### config.mk
export PLATFORM = sky130hd
export DESIGN_NAME = ram8x16
export DESIGN_NICKNAME = d
export VERILOG_FILES = /design/src/rtl/ram8x16_pkg.sv /design/src/rtl/ram8x16_register16.sv /design/src/rtl/ram8x16.sv
export SDC_FILE = /design/constraint.sdc
export NUM_CORES = 1
export LEC_CHECK = 0
export ABC_AREA = 1
export ABC_CLOCK_PERIOD_IN_PS = 2330
export CAP_MARGIN = 30
export CORE_AREA = 2 2 113 115
export DETAILED_ROUTE_END_ITERATION = 12
export DIE_AREA = 0 0 115 117
export PLACE_DENSITY = 0.7
export RECOVER_POWER = 100
export SETUP_SLACK_MARGIN = 0.02
export SYNTH_ARGS = -nofsm -noshare
export SYNTH_HDL_FRONTEND = slang
export SYNTH_SLANG_ARGS = --single-unit
export TNS_END_PERCENT = 20
### constraint.sdc
create_clock -name CLK -period 2.33 [get_ports CLK]
set_input_delay 0.699 -clock CLK [delete_from_list [all_inputs] [get_ports CLK]]
set_output_delay 0.699 -clock CLK [all_outputs]
set_load 0.01 [all_outputs]
### src/rtl/ram8x16_pkg.sv
// ram_pkg: shared word width and word type for the ram8x16 memory slice
package ram_pkg;
  localparam int WORD_W = 16;
  typedef logic [WORD_W-1:0] word_t;
endpackage

### src/rtl/ram8x16_register16.sv
// register16: 16-bit load register with async active-low clear
//   CLK in, RST_N in (async clear), in[15:0] data, load in (only a clean 1 loads), out[15:0] stored word
module register16
  import ram_pkg::*;
(
  input  logic  CLK,
  input  logic  RST_N,
  input  word_t in,
  input  logic  load,
  output word_t out
);
  always_ff @(posedge CLK or negedge RST_N)
    if (!RST_N) out <= '0;
    else if (load) out <= in;
endmodule

### src/rtl/ram8x16.sv
// ram8x16: 8-word x 16-bit RAM, clocked write, combinational read at a shared address
//   CLK in, RST_N in (async clear of all words), in[WIDTH-1:0] write data,
//   write_enable in, address[ADDR_W-1:0] in, out[WIDTH-1:0] = mem[address]
module ram8x16
  import ram_pkg::*;
#(
  parameter int WIDTH  = WORD_W,
  parameter int DEPTH  = 8,
  parameter int ADDR_W = 3
) (
  input  logic              CLK,
  input  logic              RST_N,
  input  logic [WIDTH-1:0]  in,
  input  logic              write_enable,
  input  logic [ADDR_W-1:0] address,
  output logic [WIDTH-1:0]  out
);
  logic [DEPTH-1:0] load;
  word_t            q [DEPTH];
  // an X/Z write_enable yields a non-1 load, which the register treats as hold
  for (genvar i = 0; i < DEPTH; i++) begin : g_word
    assign load[i] = write_enable & (address == ADDR_W'(i));
    register16 u_reg (.CLK(CLK), .RST_N(RST_N), .in(in), .load(load[i]), .out(q[i]));
  end
  always_comb
    case (address)
      3'd0: out = q[0];
      3'd1: out = q[1];
      3'd2: out = q[2];
      3'd3: out = q[3];
      3'd4: out = q[4];
      3'd5: out = q[5];
      3'd6: out = q[6];
      default: out = q[7];
    endcase
endmodule

==> Yosys cells after proc, flatten, opt, wreduce, memory -nomap -nowiden <==
Cells that the tools add are included.
{ "classes": {"reduce_logical": 1, "n_eq_ne": 7, "n_bitwise": 8, "mux": 1} }
{ "op_table": {"columns": ["op", "n"], "rows": [
  ["case mux 16 bit (7 select lines)", 1],
  ["== test 3 bit, second input constant", 4],
  ["AND 1 bit", 8],
  ["== test 3 x 2 -> 1 bit, second input constant", 2],
  ["== test 3 x 1 -> 1 bit, second input constant", 1],
  ["logical NOT 3 bit", 1]
]} }
{ "word_totals": {"out_inout_bits": 16, "regBits": 128, "in_bits": 22, "word_cells": 25} }

==> Logic depth before layout (Yosys ltp) <==
{ "depth": {"word_depth": 2, "ltp_mapped": 8, "depth_no_buf": 6} }

==> Modules after synthesis <==
A second synthesis with hierarchy kept.
{ "unflattened": {"hier_cells": 831, "hier_area_um2": 6572.6} }
{ "modules_own_cells": {"columns": ["module", "instances", "cells_per_inst", "seq_area_each_um2", "area_each_um2"], "rows": [
  ["register16", 8, 68, 400.4, 644.4],
  ["ram8x16", 1, 287, 0.0, 1417.6]
]} }

==> Worst setup path after synthesis <==
Ideal clock, no wire load.
{ "synth_timing": {"path_kind": "in2out", "from": "input port address[2]", "to": "output port out[0]", "path_slack_ps": -1, "required_ps": 1631, "path_stages": 6, "arrival_ps": 1632, "path_buffers": 2, "path_cell_list": "buf_2 inv_4 nor3_4 buf_4 nand2_1 nand3_1"} }
{ "synth_via": {"elab_chain_cells": 2, "word_cells_on_any_way": 8, "classes_between": "eq/ne: 6; mux: 1; reduce/logical: 1"} }
{ "synth_rtl": {"columns": ["item", "line", "rtl"], "rows": [
  ["start, declared", "ram8x16.sv:15", "input logic [ADDR_W-1:0] address,"],
  ["== test 3 bit, or another cell as far along", "ram8x16.sv:26", "case (address)"],
  ["case mux 16 bit (7 select lines) (*)", "ram8x16.sv:26", null],
  ["end, declared", "ram8x16.sv:16", "output logic [WIDTH-1:0] out"]
]} }
Every way passes the cells marked *; elsewhere a longest branch is shown, timed or not.

==> Worst setup path in the final report <==
{ "layout_timing": {"from": "input port address[0]", "to": "output port out[6]"} }
The elaborated chain is that of the path after synthesis.

==> reports/metrics.csv <==
stage,metric,value,unit
outcome,status,finished with violations,
outcome,failing checks,"capacitance limit, slew limit, setup timing",
floorplanning,die area,0.0135,mm2
routing,number of routed nets with antenna violations,0,
floorplanning,io pins,38,
global_routing,GR Overflow Total,0,
routing,drt wl/cell,18.4,um
worst_setup_path,RR Endpoint,g_word[4].u_reg.out[5]$_DFFE_PN0P_,
clock_network,CTS tree,done,
synthesis,syn_nets,729,
timing,endpoints failing setup,16,
timing,fmax,415,MHz
routing,DRC violation count after routing,0,
placed_design,Inst Count DP,895,
synthesis,top post-synthesis cells by area,"dfrtp_1, nand2_1, o21ai_0",
clock_network,clk slew on worst S/H paths,50,ps
synthesis,cell taking the most area after synthesis,dfrtp_1,
worst_setup_path,CP max FO,6,
clock_network,TritonCTS buffer count,17,
clock_network,clk_lat worst skew,410,ps
finish,P&R area growth vs syn,27.6,%
timing,skew final,0,ps
placed_design,dpl cell area,0.00679,mm2
timing,Worst Tran Pin Value,1900,ps
synthesis,post-synth top area share,53.9,%
floorplanning,DIE HEIGHT,117,um
power_and_ir_drop,Power Total,6.85,mW
synthesis,mapped cell area,0.00595,mm2
synthesis,Synth warnings,0,
global_routing,met1 GRT Util,32.8,%
timing,setup TNS,-788,ps
floorplanning,Initial Utilization,48.3,%
clock_network,CTS H-tree lvls,4,
routing,vias per inst,5.78,
global_routing,first-pass GRT wire length,26.2,mm
worst_setup_path,Setup Crit Path Kind,in -> out,
synthesis,Post-Synthesis Cells,707,
worst_setup_path,CP Capture Point,out[6],
finish,Finished Layout Cells,936,
worst_setup_path,critical path data required time,1630,ps
placed_design,routability cong.,0.841,
global_routing,busiest grt layer,met2,
worst_setup_path,Reg-to-Reg Start,g_word[4].u_reg.out[5]$_DFFE_PN0P_,
routing,1st-iter DRT viols,543,
floorplanning,DIE WIDTH,115,um
timing,final hold vios,0,
timing,period utilisation layout,103,%
worst_setup_path,reg2reg setup slack,1600,ps
worst_setup_path,CP Data Arrival Time,1710,ps
global_routing,GR Util met3,4.27,%
floorplanning,core area,0.0123,mm2
global_routing,initial antenna violation count,0,
timing,minimum clock period after layout,2410,ps
global_routing,vias in the first global route,5156,
finish,biggest regs,g_word.u_reg.out (128),
global_routing,largest net degree at the start of global routing,59,
hold_path,Worst Hold Class,reg -> reg,
routing,final WL,17.2,mm
timing,RSZ-0062 raised after global routing,yes,
finish,# diodes,0,
clock_network,clk buf depth,2,
flow_run,max-cap viol count,1,
power_and_ir_drop,Max VDD drop,0.515,mV
routing,First-pass DRT Iterations,5,
finish,NumNets Final,795,
finish,Final Instance Area,0.00759,mm2
clock_network,CTS Root Buffer Type,clkbuf_16,
routing,DR vias,5410,
finish,share of cells above drive strength 1,19.7,%
worst_setup_path,crit start category,input port,
timing,Max-Slew Margin vs Limit,-26.8,%
worst_setup_path,crit path from,address[0],
power_and_ir_drop,Pwr Density,902,mW/mm2
timing,Max Slew Vio Count,32,
floorplanning,Std-Cell Rows,41,
global_routing,Global Route Usage Sum,25.8,%
finish,most flop-heavy register,g_word.u_reg.out,
global_routing,met2 GRT Util,43.6,%
placed_design,Port-buffer cells,37,
placed_design,HPWL after DPL,10.7,mm
finish,Final Util,61.7,%
synthesis,Mean Syn Cell Area,8.41,um2
power_and_ir_drop,leakage,3.69,nW
synthesis,"Seq/Total Area, Yosys",53.9,%
worst_setup_path,CP Capture Type,output pin,
synthesis,"Distinct cells, synth",20,
synthesis,Seq cells post-synth,128,
timing,fin worst setup slack,-78.1,ps
worst_setup_path,Worst Reg-to-Reg Cells,2,
finish,max FFs per register,128,
clock_network,clock sinks,128,
-- logic make-up after synthesis --
logic type / count (synthesis) / synth area share [%]
buf+inv: 86 / 6.44
compound gates: 128 / 11.8
simple gates: 365 / 27.9
flops: 128 / 53.9
-- per-stage QoR --
stage / setup WS (ps) / hold WS, ps
final: -78.1 / 486
after global routing: -126 / 504
after CTS: -173 / 235
after detailed placement: -946 / 468
after global placement: -921 / 465
after floorplan: 26.1 / 403
-- repair_timing --
action | CTS | global route
hold buffers | 0 | 0
resized for setup | 94 | 51
gates cloned | 2 | 3
buffers inserted | 4 | 2
endpoints found under the setup margin | 16 | 16
pin swaps | 13 | 17
-- layout make-up --
cell class                 count  area (um2)
clock buffer                  19         443
clock inverter                13         211
fill                        1059        4720
inverter                      35         141
multi-input combinational    493        2470
sequential                   128        3200
tap                          150         188
timing repair buffer          98         935
-- how the worst min path moves through the flow --
stage                                        startpoint                                  end  slack [ps]  cells after the start
floorplan                                         RST_N   g_word[0].u_reg.out[0]$_DFFE_PN0P_         400                      0
global placement     g_word[7].u_reg.out[0]$_DFFE_PN0P_   g_word[7].u_reg.out[0]$_DFFE_PN0P_         470                      2
detailed placement   g_word[7].u_reg.out[9]$_DFFE_PN0P_   g_word[7].u_reg.out[9]$_DFFE_PN0P_         470                      2
CTS                                               RST_N   g_word[2].u_reg.out[9]$_DFFE_PN0P_         240                      1
global route         g_word[0].u_reg.out[0]$_DFFE_PN0P_   g_word[0].u_reg.out[0]$_DFFE_PN0P_         500                      2
finish              g_word[0].u_reg.out[11]$_DFFE_PN0P_  g_word[0].u_reg.out[11]$_DFFE_PN0P_         490                      2
-- where the power goes --
part	internal, mW	switching [mW]	total [mW]
Clock	1.93	0.994	2.92
Combinational	0.423	0.610	1.03
Sequential	2.64	0.248	2.89
Total	4.99	1.85	6.85
-- cell usage after synthesis (all sizes together) --
| cell | count |
|---|---|
| nand2 | 194 |
| nand4 | 49 |
| nor3 | 1 |
| o21ai | 128 |
| nor2 | 51 |
| dfrtp | 128 |
| nand3 | 70 |
| buf | 23 |
| clkbuf | 28 |
| inv | 35 |
-- layout by cell type, fill, tap and decap left out, types with 2 or more instances in the layout --
master | Yosys | routed
buf_12 | 0 | 11
buf_16 | 0 | 2
buf_2 | 12 | 15
buf_4 | 2 | 23
buf_6 | 4 | 6
bufinv_16 | 0 | 5
clkbuf_1 | 28 | 14
clkbuf_16 | 0 | 20
clkbuf_2 | 0 | 7
clkdlybuf4s50_1 | 0 | 16
clkinv_2 | 0 | 2
clkinv_4 | 0 | 5
dfrtp_1 | 128 | 128
inv_1 | 32 | 32
inv_4 | 3 | 2
nand2_1 | 193 | 184
nand2_2 | 0 | 8
nand2_4 | 1 | 2
nand3_1 | 66 | 59
nand3_2 | 4 | 10
nand4_1 | 49 | 49
nor2_1 | 48 | 23
nor2_2 | 0 | 20
nor2_4 | 1 | 6
nor2_8 | 2 | 2
o21ai_0 | 109 | 123
o21ai_1 | 3 | 2
o21ai_2 | 16 | 3
-- critical path: stages --
cell and delay (ps):
buf_12 120, buf_12 120, nor2_8 200, buf_6 150, nand3_4 60, nand2_2 80
nor2_2 40, nand3_1 90, buf_2 140
-- routing by layer --
layer | routed length, um | up-vias | share of wire (%)
met4 | 502 | 0 | 2.9
li1 | - | 2494 | -
met5 | 0 | - | 0
met3 | 983 | 48 | 5.7
met1 | 6980 | 2645 | 40
met2 | 8770 | 223 | 51
Power figures use the tool's default switching activity.
